===== src/rtl/instruction_fetch_unit.sv =====
// Instruction fetch sequencer: owns the PC, drives a synchronous instruction memory
// and hands fetched words to decode through a 2-entry valid/ready buffer.
module instruction_fetch_unit #(
  parameter int                    ADDR_WIDTH  = 16,
  parameter int                    INSTR_WIDTH = 16,
  parameter int                    MEM_DEPTH   = 256,
  parameter logic [ADDR_WIDTH-1:0] RESET_PC    = '0
) (
  input  logic                   clk,
  input  logic                   reset,
  input  logic                   start,
  input  logic                   halt,
  input  logic                   redirect_valid,
  input  logic [ADDR_WIDTH-1:0]  redirect_pc,
  output logic [ADDR_WIDTH-1:0]  imem_address,
  output logic                   imem_enable,
  input  logic [INSTR_WIDTH-1:0] imem_instruction,
  output logic                   instr_valid,
  input  logic                   instr_ready,
  output logic [INSTR_WIDTH-1:0] instr_data,
  output logic [ADDR_WIDTH-1:0]  instr_pc,
  output logic                   running,
  output logic                   fault
);

  localparam logic [1:0] IDLE  = 2'd0;
  localparam logic [1:0] RUN   = 2'd1;
  localparam logic [1:0] DRAIN = 2'd2;
  localparam logic [1:0] FAULT = 2'd3;

  localparam logic [ADDR_WIDTH:0] DEPTH = (ADDR_WIDTH+1)'(MEM_DEPTH);

  logic [1:0]             state, state_next;
  logic [ADDR_WIDTH-1:0]  pc, pc_next;
  logic                   inflight;
  logic [ADDR_WIDTH-1:0]  inflight_pc;
  logic [1:0]             count;
  logic                   head;
  logic                   tail;
  logic [INSTR_WIDTH-1:0] fifo_data [2];
  logic [ADDR_WIDTH-1:0]  fifo_pc   [2];

  logic       pop, push, flush;
  logic [1:0] occ;
  logic       slot_free, fetch_try, pc_ok, issue, fault_go;

  always_comb begin
    pop       = instr_valid & instr_ready;
    flush     = redirect_valid && (state != FAULT);
    push      = inflight && !flush;
    occ       = count + {1'b0, inflight};
    // A slot is free if buffer+in-flight leave room, counting the word leaving this cycle
    slot_free = (occ <= 2'd1) || ((occ == 2'd2) && pop);
    fetch_try = (state == RUN) && !redirect_valid && !halt && slot_free;
    pc_ok     = {1'b0, pc} < DEPTH;
    issue     = fetch_try && pc_ok;
    fault_go  = fetch_try && !pc_ok;
    tail      = head ^ count[0];
  end

  always_comb begin
    state_next = state;
    case (state)
      IDLE:    if (start) state_next = RUN;
      RUN: begin
        if (halt && redirect_valid) state_next = IDLE;
        else if (halt)              state_next = DRAIN;
        else if (fault_go)          state_next = FAULT;
      end
      DRAIN: begin
        if (redirect_valid)                  state_next = IDLE;
        else if ((count == 2'd0) && !inflight) state_next = IDLE;
      end
      FAULT:   state_next = FAULT;
      default: state_next = IDLE;
    endcase
  end

  always_comb begin
    pc_next = pc;
    if (flush)      pc_next = redirect_pc;
    else if (issue) pc_next = pc + ADDR_WIDTH'(1);
  end

  always_ff @(posedge clk or posedge reset) begin
    if (reset) begin
      state       <= IDLE;
      pc          <= RESET_PC;
      inflight    <= 1'b0;
      inflight_pc <= '0;
    end else begin
      state    <= state_next;
      pc       <= pc_next;
      inflight <= issue;
      if (issue) inflight_pc <= pc;
    end
  end

  always_ff @(posedge clk or posedge reset) begin
    if (reset) begin
      count        <= '0;
      head         <= 1'b0;
      fifo_data[0] <= '0;
      fifo_data[1] <= '0;
      fifo_pc[0]   <= '0;
      fifo_pc[1]   <= '0;
    end else begin
      if (pop) head <= ~head;
      if (push) begin
        fifo_data[tail] <= imem_instruction;
        fifo_pc[tail]   <= inflight_pc;
      end
      if (flush) begin
        count <= '0;
      end else begin
        case ({push, pop})
          2'b10:   count <= count + 2'd1;
          2'b01:   count <= count - 2'd1;
          default: count <= count;
        endcase
      end
    end
  end

  assign imem_address = pc;
  assign imem_enable  = issue;
  assign instr_valid  = (count != 2'd0);
  assign instr_data   = fifo_data[head];
  assign instr_pc     = fifo_pc[head];
  assign running      = (state == RUN);
  assign fault        = (state == FAULT);

endmodule


===== config.mk =====
export PLATFORM = sky130hd
export DESIGN_NAME = instruction_fetch_unit
export DESIGN_NICKNAME = d
export VERILOG_FILES = /design/src/rtl/instruction_fetch_unit.sv
export SDC_FILE = /design/constraint.sdc
export NUM_CORES = 1
export LEC_CHECK = 0
export CAP_MARGIN = 15
export CORE_UTILIZATION = 48
export CTS_BUF_LIST = sky130_fd_sc_hd__clkbuf_4 sky130_fd_sc_hd__clkbuf_8
export DETAILED_ROUTE_END_ITERATION = 12
export HOLD_SLACK_MARGIN = 0.12
export PLACE_DENSITY = 0.77
export SYNTH_ARGS = -nofsm -noshare
export SYNTH_HDL_FRONTEND = slang
export SYNTH_SLANG_ARGS = --single-unit

===== constraint.sdc =====
create_clock -name clk -period 3.6 [get_ports clk]
set_input_delay 0.72 -clock clk [delete_from_list [all_inputs] [get_ports clk]]
set_output_delay 0.72 -clock clk [all_outputs]
set_load 0.03 [all_outputs]

# Yosys cells after proc, flatten, opt, wreduce, memory -nomap -nowiden
# Cells that the tools add are included.
dict set report classes {
  addsub 4
  magnitude_cmp 5
  eq_ne 10
  muxes 21
  bitwise 5
  reduce_logical 23
}
# op n
set ops {}
lappend ops {{$mux W16} 9}
lappend ops {{$bwmux W32} 2}
lappend ops {{$add A16 B1 Y16 const B} 1}
lappend ops {{$demux W16 S1} 1}
lappend ops {{$lt A16 B9 Y1 const B} 1}
lappend ops {{$mux W2} 7}
lappend ops {{$logic_and A1 B1 Y1} 11}
lappend ops {{$eq A2 B2 Y1 const B} 4}
lappend ops {{$pmux W2 S4} 1}
lappend ops {{$logic_not A1 Y1} 5}
lappend ops {{$eq A2 B1 Y1 const B} 2}
lappend ops {{$ge A2 B2 Y1 const B} 2}
lappend ops {{$logic_not A2 Y1} 2}
lappend ops {{$ne A2 B2 Y1 const B} 2}
lappend ops {{$ne A4 B2 Y1 const B} 1}
lappend ops {{$not A1 Y2} 2}
lappend ops {{$pmux W2 S2} 1}
lappend ops {{$reduce_bool A2 Y1} 2}
lappend ops {{$ne A3 B3 Y1 const B} 1}
lappend ops {{$reduce_and A3 Y1} 1}
lappend ops {{$reduce_bool A3 Y1} 1}
lappend ops {{$add A2 B1 Y2} 1}
lappend ops {{$add A2 B1 Y2 const B} 1}
lappend ops {{$le A2 B1 Y1 const B} 1}
lappend ops {{6 further kinds} 6}
dict set report word_totals {
  regBits 102
  in_bits 38
  output_inout_bits 52
  word_cells 78
}

# Longest topological paths before layout
# Gate-level depths: netlist (run 1).
dict set report logic_depth {
  word_depth 10
  mapped_depth 6
  mapped_depth_nobuf 5
}

# Least setup slack after synthesis (run 1)
# Ideal clock, no wire load.
dict set report synth_path {
  path_kind {reg-to-output}
  start {register pc[12], in the netlist imem_address[12]}
  end {output imem_enable}
  arrival_time_ns 2.093
  t_required_ns 2.880
  path_slack_ns 0.787
  path_stages_with_launch 6
  path_buffers 2
  path_cell_list {dfrtp_1 > or4_4 > or3_1 > buf_2 > nor2_4 > buf_2}
}
dict set report synth_via {
  elab_chain_len 2
}
# item line_no
set synth_rtl {}
lappend synth_rtl {{from (decl)} 34} ;# logic [ADDR_WIDTH-1:0] pc, pc_next;
lappend synth_rtl {{from (signal assigned)} 93} ;# pc <= pc_next;
lappend synth_rtl {{$lt A16 B9 Y1} 55} ;# pc_ok = {1'b0, pc} < DEPTH;
lappend synth_rtl {{$logic_and A1 B1 Y1} 56} ;# issue = fetch_try && pc_ok;
lappend synth_rtl {{to (decl)} 16} ;# output logic imem_enable,
# No other way between the ends.

# Worst setup path in the final report (run 1)
dict set report layout_path {
  start {input halt}
  end {output imem_enable}
}
dict set report layout_via {
  elab_chain_len 4
}
# item line_no
set layout_rtl {}
lappend layout_rtl {{from (decl)} 12} ;# input logic halt,
lappend layout_rtl {{$logic_not A1 Y1} 54} ;# fetch_try = (state == RUN) && !redirect_valid && !halt && slot_free;
lappend layout_rtl {{$logic_and A1 B1 Y1 (2 in series)} 54}
lappend layout_rtl {{$logic_and A1 B1 Y1} 56}
# No other way between the ends.

==> impl_metrics.json, run 1 <==
{
  "ys_seq_area_share_pct": 56.62,
  "hold_viol_final": 0,
  "place_hpwl_um": 6029,
  "cts_tree": "done",
  "cp.required_ps": 2880,
  "final.setup_skew_ps": 10.72,
  "synth_top_area_share_pct": 56.62,
  "p_int_mw": 2.120,
  "grt_pass1_vias": 3059,
  "synth_edf_count": 0,
  "core_um2": 8891,
  "clock-sinks": 102,
  "hold_slack_ps": 506.1,
  "switching_share_pct": 33.89,
  "setup_viol": 0,
  "synthArstFlopShare_pct": 100.0,
  "maxCapViolations": 0,
  "min_period_ps": 3116,
  "drc_errors": 0,
  "drtIter0Drc": 68,
  "fp.dieW_um": 98.91,
  "yosys.area.top_type": "dfrtp_1",
  "via_per_inst": 5.403,
  "ys_ff_latch": 102,
  "syn-num-nets": 386,
  "cts_buffer_depth": 2,
  "die_h_um": 98.91,
  "switching_power_mw": 1.086,
  "routed_wl_um": 8895,
  "ant_nets": 0,
  "ys_top_cells_by_area": "dfrtp_1 57%, mux2_2 26%, nand2_1 2.3%",
  "wire_per_inst_um": 16.23,
  "ys_types": 36,
  "p_clk_share_pct": 25.1,
  "ys.warnings.count": 0,
  "p_seq_share_pct": 45.2,
  "synthFlopType": "dfrtp_1",
  "start_util_pct": 50.70,
  "top_level_ports": 90,
  "slew_violations": 0,
  "rows": 34,
  "first_pass_iters": 4,
  "end_kind": "output pin",
  "ir_worst_vdd_mv": 0.4103,
  "htreeDepth": 3,
  "drive_above_1_share_pct": 31.14,
  "slew_headroom_pct": 51.14,
  "worst_slew_pin_slew_ps": 732.9,
  "synthCells": 346,
  "avgSynthCellArea_um2": 13.03,
  "cp.arrival_ps": 2400,
  "track_usage_pct": 19.56,
  "grt_pass1_wl_um": 14980,
  "numPortBuffers": 89,
  "path_cells": "clkdlybuf4s50_1 > or3b_4 > or3_1 > nor2_4 > buf_4",
  "setup_ws_ps": 483.8,
  "finalCritPeriodShare_pct": 86.56,
  "numCtsBuffers": 9,
  "cts.clk_slew.worst_paths_ps": 90,
  "antenna_found_initial": 0,
  "grt_max_degree": 59,
  "clk_latency_ps": 350,
  "synth_area_um2": 4508,
  "root_buffer": "clkbuf_8",
  "postCtsSetupRepairBufs": 0,
  "fmax_mhz": 320.9,
  "overflow": 0,
  "dp_slack_ps": 478.0,
  "worstHoldPathType": "reg2reg",
  "start_kind": "input pin",
  "power.leakage_nw": 2.772,
  "p_comb_share_pct": 29.7,
  "die_area_um2": 9783,
  "final_nets": 475,
  "area.growth.synth_to_final_pct": 28.42,
  "slowest_stage": "or3_1",
  "finalSetupTns_ps": 0,
  "power_density_nw_per_um2": 553.8,
  "num_antenna_cells": 0,
  "fill_cells": 687,
  "ctsHoldBuffers": 0,
  "grt_setup_unrepaired": "no",
  "vias": 2961,
  "cp_max_fo": 9,
  "place_congestion": 0.7698,
  "path_class": "in2out",
  "max_stage_delay_ps": 470,
  "cts_resized": 0,
  "status": "finished, final reports clean"
}
==> logic make-up (layout without fill, tap and decap cells) <==
kind of cell / Yosys count / after routing / synth area share (%)
mux: 104 / 104 / 25.98
flops: 102 / 102 / 56.62
simple gates: 80 / 80 / 9.520
compound gates: 29 / 29 / 4.413
buf+inv: 25 / 119 / 2.137
xor+xnor: 4 / 4 / 0.7773
fa+ha+maj: 2 / 2 / 0.5550
==> registers in the layout, indices dropped and copies added (netlist names) <==
signal,flops
fifo_data,32
fifo_pc,32
imem_address,16
inflight_pc,16
count,2
state,2
head,1
inflight,1
==> power groups by stage <==
stage	combinational [mW]	sequential, mW	clock (mW)
floorplan	0.422	1.59	0
global placement	0.940	1.47	0
detailed placement	0.957	1.47	0
CTS	0.961	1.45	0.825
global route	1.02	1.47	0.885
finish	0.952	1.45	0.806
==> worst max-delay path: cells and delay by family <==
| kind | cells | cell delay, ps |
|---|---|---|
| buffers and inverters | 2 | 630 |
| AND/OR/NAND/NOR | 3 | 1050 |
==> through the flow <==
| step | util, % | instances | area [um^2] | total power, mW |
|---|---|---|---|---|
| CTS | 65.11 | 548 | 5789 | 3.236 |
| detailed placement | 62.52 | 532 | 5559 | 2.428 |
| finish | 65.11 | 548 | 5789 | 3.206 |
| global route | 65.11 | 548 | 5789 | 3.380 |
| floorplan | - | 346 | 4508 | 2.014 |
| global placement | 62.52 | 532 | 5559 | 2.406 |
==> Yosys cell counts (5+ instances only) <==
| cell type | n |
|---|---|
| a21oi_1 | 5 |
| or4_1 | 5 |
| buf_1 | 6 |
| o31ai_1 | 5 |
| clkbuf_1 | 10 |
| nand2_1 | 28 |
| mux2_2 | 104 |
| nor2_1 | 12 |
| inv_1 | 7 |
| nor2b_1 | 10 |
| a31oi_1 | 9 |
| dfrtp_1 | 102 |
==> per-layer routing <==
layer  up-vias  track usage, %  share of wire, %  routed length [um]
met1      1475           26.49                46                4085
met2        64           32.49                50                4451
met5         -               0                 0                   0
met3        11           2.553               2.5                 226
li1       1411               -                 -                   -
met4         0           7.003               1.5                 131
==> placed cells by master, fill, tap and decap left out, types with 2 or more instances in the layout <==
master,count
or4_4,3
inv_1,6
and2_1,3
xnor2_1,3
o31ai_1,5
or4_1,5
nand3b_1,2
buf_4,5
nor2_1,12
mux2_2,104
a21oi_1,5
buf_12,3
clkbuf_8,9
nand3_1,2
or3_1,3
clkdlybuf4s50_1,88
clkinv_4,3
ha_1,2
nor2b_1,10
nor3_1,3
nand4_1,2
nand2_1,28
dfrtp_1,102
bufinv_16,2
a221o_1,2
a31oi_1,9
o21ai_0,3
==> path summary, 6_finish.rpt <==
check,start,cells after the start,end,slack (ps)
max in group asynchronous,reset,3,fifo_data[11],2060
setup reg to reg,inflight,6,inflight_pc[4],1190
hold reg to reg,fifo_data[28],1,fifo_data[28],510
hold / removal,fifo_data[28],1,fifo_data[28],510
setup / recovery,halt,5,imem_enable,480
min in group asynchronous,reset,2,fifo_data[4],850
==> final cells by class <==
type                    instances  area [um^2]  area share [%]
clock buffers                   9        123.9           2.140
flip-flops and latches        102         2552           44.09
inverters                       7        28.78          0.4971
well taps                     108        135.1           2.334
repair buffers                 96        978.4           16.90
multi-input cells             219         1864           32.20
clock inverters                 7        106.4           1.837
(Power assumes the default switching activity.)
==> inputs of run 2 (changes only) <==
==> constraint.sdc (replaced) <==
create_clock -name clk -period 3.6 [get_ports clk]
set_input_delay 0.54 -clock clk [delete_from_list [all_inputs] [get_ports clk]]
set_output_delay 0.54 -clock clk [all_outputs]
set_load 0.03 [all_outputs]
==> run 2 against run 1 <==
Against the previous run: clock skew decreased by 2.4 ps; sequential share of layout area increased by 0.29 points; die area stayed put; fmax grew 13%; register-to-register slack hardly changed; critical endpoint unchanged; largest power group unchanged; highest routed layer unchanged.
==> impl_metrics.json, run 2 (synthesized netlist as in run 1, its figures left out) <==
{
  "slew_headroom_pct": 59.23,
  "routed-wl-met2_um": 4655,
  "setup_viol": 0,
  "start_kind": "flop",
  "hold_slack_ps": 506.5,
  "ant_nets": 0,
  "ctsHoldBuffers": 0,
  "worst_slew_pin_slew_ps": 611.6,
  "fin_cells": 550,
  "reg.largest.list": "fifo_data (32), fifo_pc (32)",
  "cts_resized": 0,
  "drtIter0Drc": 90,
  "grt_max_degree": 51,
  "die_area_um2": 9783,
  "root_buffer": "clkbuf_8",
  "track_usage_pct": 20.15,
  "end_kind": "output pin",
  "dpl_cell_area_um2": 5549,
  "cts_buffer_depth": 2,
  "routed-wl-met3_um": 303,
  "clock-sinks": 102,
  "area.growth.synth_to_final_pct": 27.59,
  "grt_pass1_vias": 3147,
  "place_congestion": 0.8501,
  "grt_setup_unrepaired": "no",
  "fill_cells": 684,
  "layout_commonest_cell": "mux2_2",
  "numCtsBuffers": 9,
  "final.setup_skew_ps": 8.359,
  "finalCritPeriodShare_pct": 76.45,
  "highest_layer": "met4",
  "ir_worst_vdd_mv": 0.4284,
  "cts_tree": "done",
  "top_level_ports": 90,
  "num_antenna_cells": 0,
  "status": "finished, final reports clean",
  "path_class": "reg2out",
  "numPortBuffers": 89,
  "core_um2": 8891,
  "postLayoutCellArea_um2": 5752,
  "cts.clk_slew.worst_paths_ps": 90,
  "hold_viol_final": 0,
  "antenna_found_initial": 0,
  "worstHoldPathType": "reg2reg",
  "start_util_pct": 50.70,
  "drive_above_1_share_pct": 31.45,
  "final_cell_mix": "104 x mux2_2, 102 x dfrtp_1, 88 x clkdlybuf4s50_1",
  "overflow": 0,
  "fp.dieW_um": 98.91,
  "grt_pass1_wl_um": 15190,
  "drc_errors": 0,
  "cp.required_ps": 3060,
  "routed_wl_um": 9217,
  "cp.arrival_ps": 2210,
  "final_nets": 477,
  "wire_per_inst_um": 16.76,
  "cp_max_fo": 14,
  "via_per_inst": 5.431,
  "postCtsSetupRepairBufs": 0,
  "finalSetupTns_ps": 0,
  "power_density_nw_per_um2": 543.0,
  "die_h_um": 98.91,
  "slew_violations": 0,
  "place_hpwl_um": 6316,
  "htreeDepth": 3,
  "first_pass_iters": 4,
  "met1Wirelength_um": 4109,
  "dp.cells": 534,
  "vias": 2987,
  "maxCapViolations": 0,
  "clk_latency_ps": 360,
  "power.leakage_nw": 2.765,
  "min_period_ps": 2752,
  "fmax_mhz": 363.4,
  "rows": 34
}
## run 2: per-layer routing
layer	vias up	track usage (%)
met5	-	0
met2	62	34.80
met3	11	4.043
met1	1500	25.11
met4	0	7.348
li1	1414	-
## run 2: final cells by class
| class | count | area, um^2 | area share, % |
|---|---|---|---|
| multi-input cells | 219 | 1864 | 32.41 |
| repair buffers | 98 | 968.4 | 16.84 |
| inverters | 7 | 28.78 | 0.5003 |
| clock inverters | 5 | 57.56 | 1.001 |
| well taps | 108 | 135.1 | 2.349 |
| flip-flops and latches | 102 | 2552 | 44.38 |
| clock buffers | 11 | 145.1 | 2.523 |
## run 2: metrics by stage
stage	power (mW)	utilization, %	setup WS, ps
3_3_place_gp	2.395	62.41	888.6
4_1_cts	3.153	64.69	831.0
3_5_place_dp	2.422	62.41	838.6
5_1_grt	3.275	64.69	727.1
2_1_floorplan	2.014	-	384.5
6_report	3.123	64.69	847.9
## run 2: final timing paths
check                                       to  slack [ps]  cells past startpoint           from
min in group asynchronous        fifo_data[24]         610                      2          reset
worst max-delay path               imem_enable         850                      5       inflight
max in group asynchronous        fifo_data[10]        2180                      3          reset
worst min register to register   fifo_data[13]         510                      1  fifo_data[13]
worst max register to register  inflight_pc[4]        1180                      6       inflight
worst min-delay path             fifo_data[13]         510                      1  fifo_data[13]
## run 2: power by group
part           internal [mW]  total, mW  switching, mW
Combinational          0.423      0.945          0.521
Sequential              1.29       1.45          0.163
Clock                  0.350      0.730          0.380
## run 2: worst max-delay path: stages, from the launching register on
cell and delay, ps:
dfrtp_1 490, ha_1 290, xor2_1 170, a221o_1 540
nor2_4 180, buf_4 180
==> inputs of run 3 (changes only) <==
Settings changed: CORE_UTILIZATION 48 to 50.
Clock period 3.6 ns to 2.72 ns, I/O delays scaled along.
==> run 3 against run 2 <==
Against the previous run: clock skew is 4.6 ps higher; register-to-register slack got worse by 710 ps; non-clock buffer count is 2 higher; global-route usage is essentially flat; combinational power grew 33%; count of clock-buffer cells in the layout down 1; final area increased by 0.33%; sequential share of layout area is 0.14 points lower; final cell count rose by 0.36%; worst setup slack got worse by 690 ps; die area decreased by 3.9%; critical path type unchanged; critical endpoint unchanged.
==> impl_metrics.json, run 3 (synthesized netlist as in run 1, its figures left out) <==
{
  "status": "finished, final reports clean",
  "power_density_nw_per_um2": 708.1,
  "num_antenna_cells": 0,
  "numCtsBuffers": 9,
  "routed_wl_um": 8755,
  "area.growth.synth_to_final_pct": 28.00,
  "finalSetupTns_ps": 0,
  "min_period_ps": 2563,
  "cts_buffer_depth": 2,
  "layout_commonest_cell": "mux2_2",
  "r2r_setup_slack_ps": 470,
  "overflow": 0,
  "place_congestion": 0.8003,
  "cp.arrival_ps": 2160,
  "clock-sinks": 102,
  "drc_errors": 0,
  "die_h_um": 96.96,
  "dp_slack_ps": 109.3,
  "cts_tree": "done",
  "fp.dieW_um": 96.96,
  "rows": 34,
  "die_area_um2": 9400,
  "power.leakage_nw": 2.771,
  "track_usage_pct": 20.11,
  "cts_resized": 0,
  "grt_pass1_vias": 3065,
  "reg.largest.list": "fifo_data (32), fifo_pc (32)",
  "setup_viol": 0,
  "antenna_found_initial": 0,
  "cts.clk_slew.worst_paths_ps": 100,
  "drtIter0Drc": 97,
  "numPortBuffers": 89,
  "reg2reg_depth": 5,
  "end_kind": "output pin",
  "vias": 3004,
  "via_per_inst": 5.442,
  "start_kind": "flop",
  "top_level_ports": 90,
  "start_util_pct": 51.69,
  "ctsHoldBuffers": 0,
  "final_cell_mix": "104 x mux2_2, 102 x dfrtp_1, 86 x clkdlybuf4s50_1",
  "fmax_mhz": 390.1,
  "cp_max_fo": 9,
  "cp.required_ps": 2310,
  "wire_per_inst_um": 15.86,
  "htreeDepth": 3,
  "r2r_start": "imem_address[12]",
  "hold_depth": 1,
  "final_nets": 479,
  "place_hpwl_um": 6062,
  "min_delay_worst_endpoint": "fifo_pc[24]",
  "ant_nets": 0,
  "worstHoldPathType": "reg2reg",
  "core_um2": 8721,
  "reg2reg_to": "inflight_pc[0]",
  "setup_ws_ps": 156.8,
  "ir_worst_vdd_mv": 0.5572,
  "drive_above_1_share_pct": 32.66,
  "path_class": "reg2out",
  "postCtsSetupRepairBufs": 0,
  "finalCritPeriodShare_pct": 94.24,
  "grt_max_degree": 103,
  "clk_latency_ps": 360,
  "final.setup_skew_ps": 12.98,
  "root_buffer": "clkbuf_8",
  "grt_pass1_wl_um": 15140,
  "first_pass_iters": 4,
  "slew_headroom_pct": 63.68,
  "maxCapViolations": 0,
  "min_from": "fifo_pc[24]",
  "hold_viol_final": 0,
  "grt_setup_unrepaired": "no",
  "worst_slew_pin_slew_ps": 544.9,
  "slew_violations": 0
}
run 3: changes by cell type in the layout (fill, tap and decap cells not counted), sizes merged:
| cell | previous run | this run |
|---|---|---|
| clkbuf | 11 | 10 |
| inv | 8 | 9 |
| bufinv | 1 | 0 |
| clkdlybuf4s50 | 88 | 86 |
| buf | 10 | 14 |
| clkinvlp | 0 | 2 |
| clkinv | 3 | 2 |
run 3: worst max-delay path by stage:
stage,slack (ps),cells after the start,to,startpoint
finish,160,4,imem_enable,imem_address[12]
global route,30,5,imem_enable,count[0]
CTS,30,4,imem_enable,imem_address[12]
detailed placement,110,6,inflight_pc[3],halt
global placement,150,6,inflight_pc[2],halt
floorplan,220,5,imem_enable,imem_address[12]
run 3: layer usage:
layer / share of wire (%) / vias up / GRT usage, %
met3: 3.4 / 12 / 4.191
met4: 1.5 / 0 / 6.774
li1: - / 1425 / -
met2: 48 / 64 / 31.80
met1: 47 / 1503 / 27.75
met5: 0 / - / 0
run 3: power breakdown:
group          leakage [nW]  switching, mW  total (mW)  internal (mW)
Clock                0.0954          0.542       0.916          0.374
Combinational          1.29          0.686        1.26          0.569
Sequential             1.38          0.214        1.91           1.70
Total                  2.77           1.44        4.09           2.64
run 3: layout make-up:
cell class	count	area, um^2
tap	108	135.1
fill	677	2950
multi-input combinational	219	1871
clock buffer	10	137.6
inverter	7	30.03
clock inverter	6	53.80
timing repair buffer	100	991.0
sequential	102	2552
run 3: worst max-delay path, cell delays in order, from the launching register on:
cell and delay (ps):
dfrtp_1 410, or4_4 560, or3_4 460, nor2_4 170, buf_4 190
run 3: metrics by stage:
step           area (um^2)  hold slack [ps]  power [mW]  util (%)  cells
3_5_place_dp          5573            486.7       3.205     63.90    536
2_1_floorplan         4512            473.6       2.666         -    346
3_3_place_gp          5573            481.2       3.179     63.90    536
5_1_grt               5771            526.7       4.312     66.17    552
6_report              5771            508.6       4.086     66.17    552
4_1_cts               5764            511.0       4.117     66.10    552
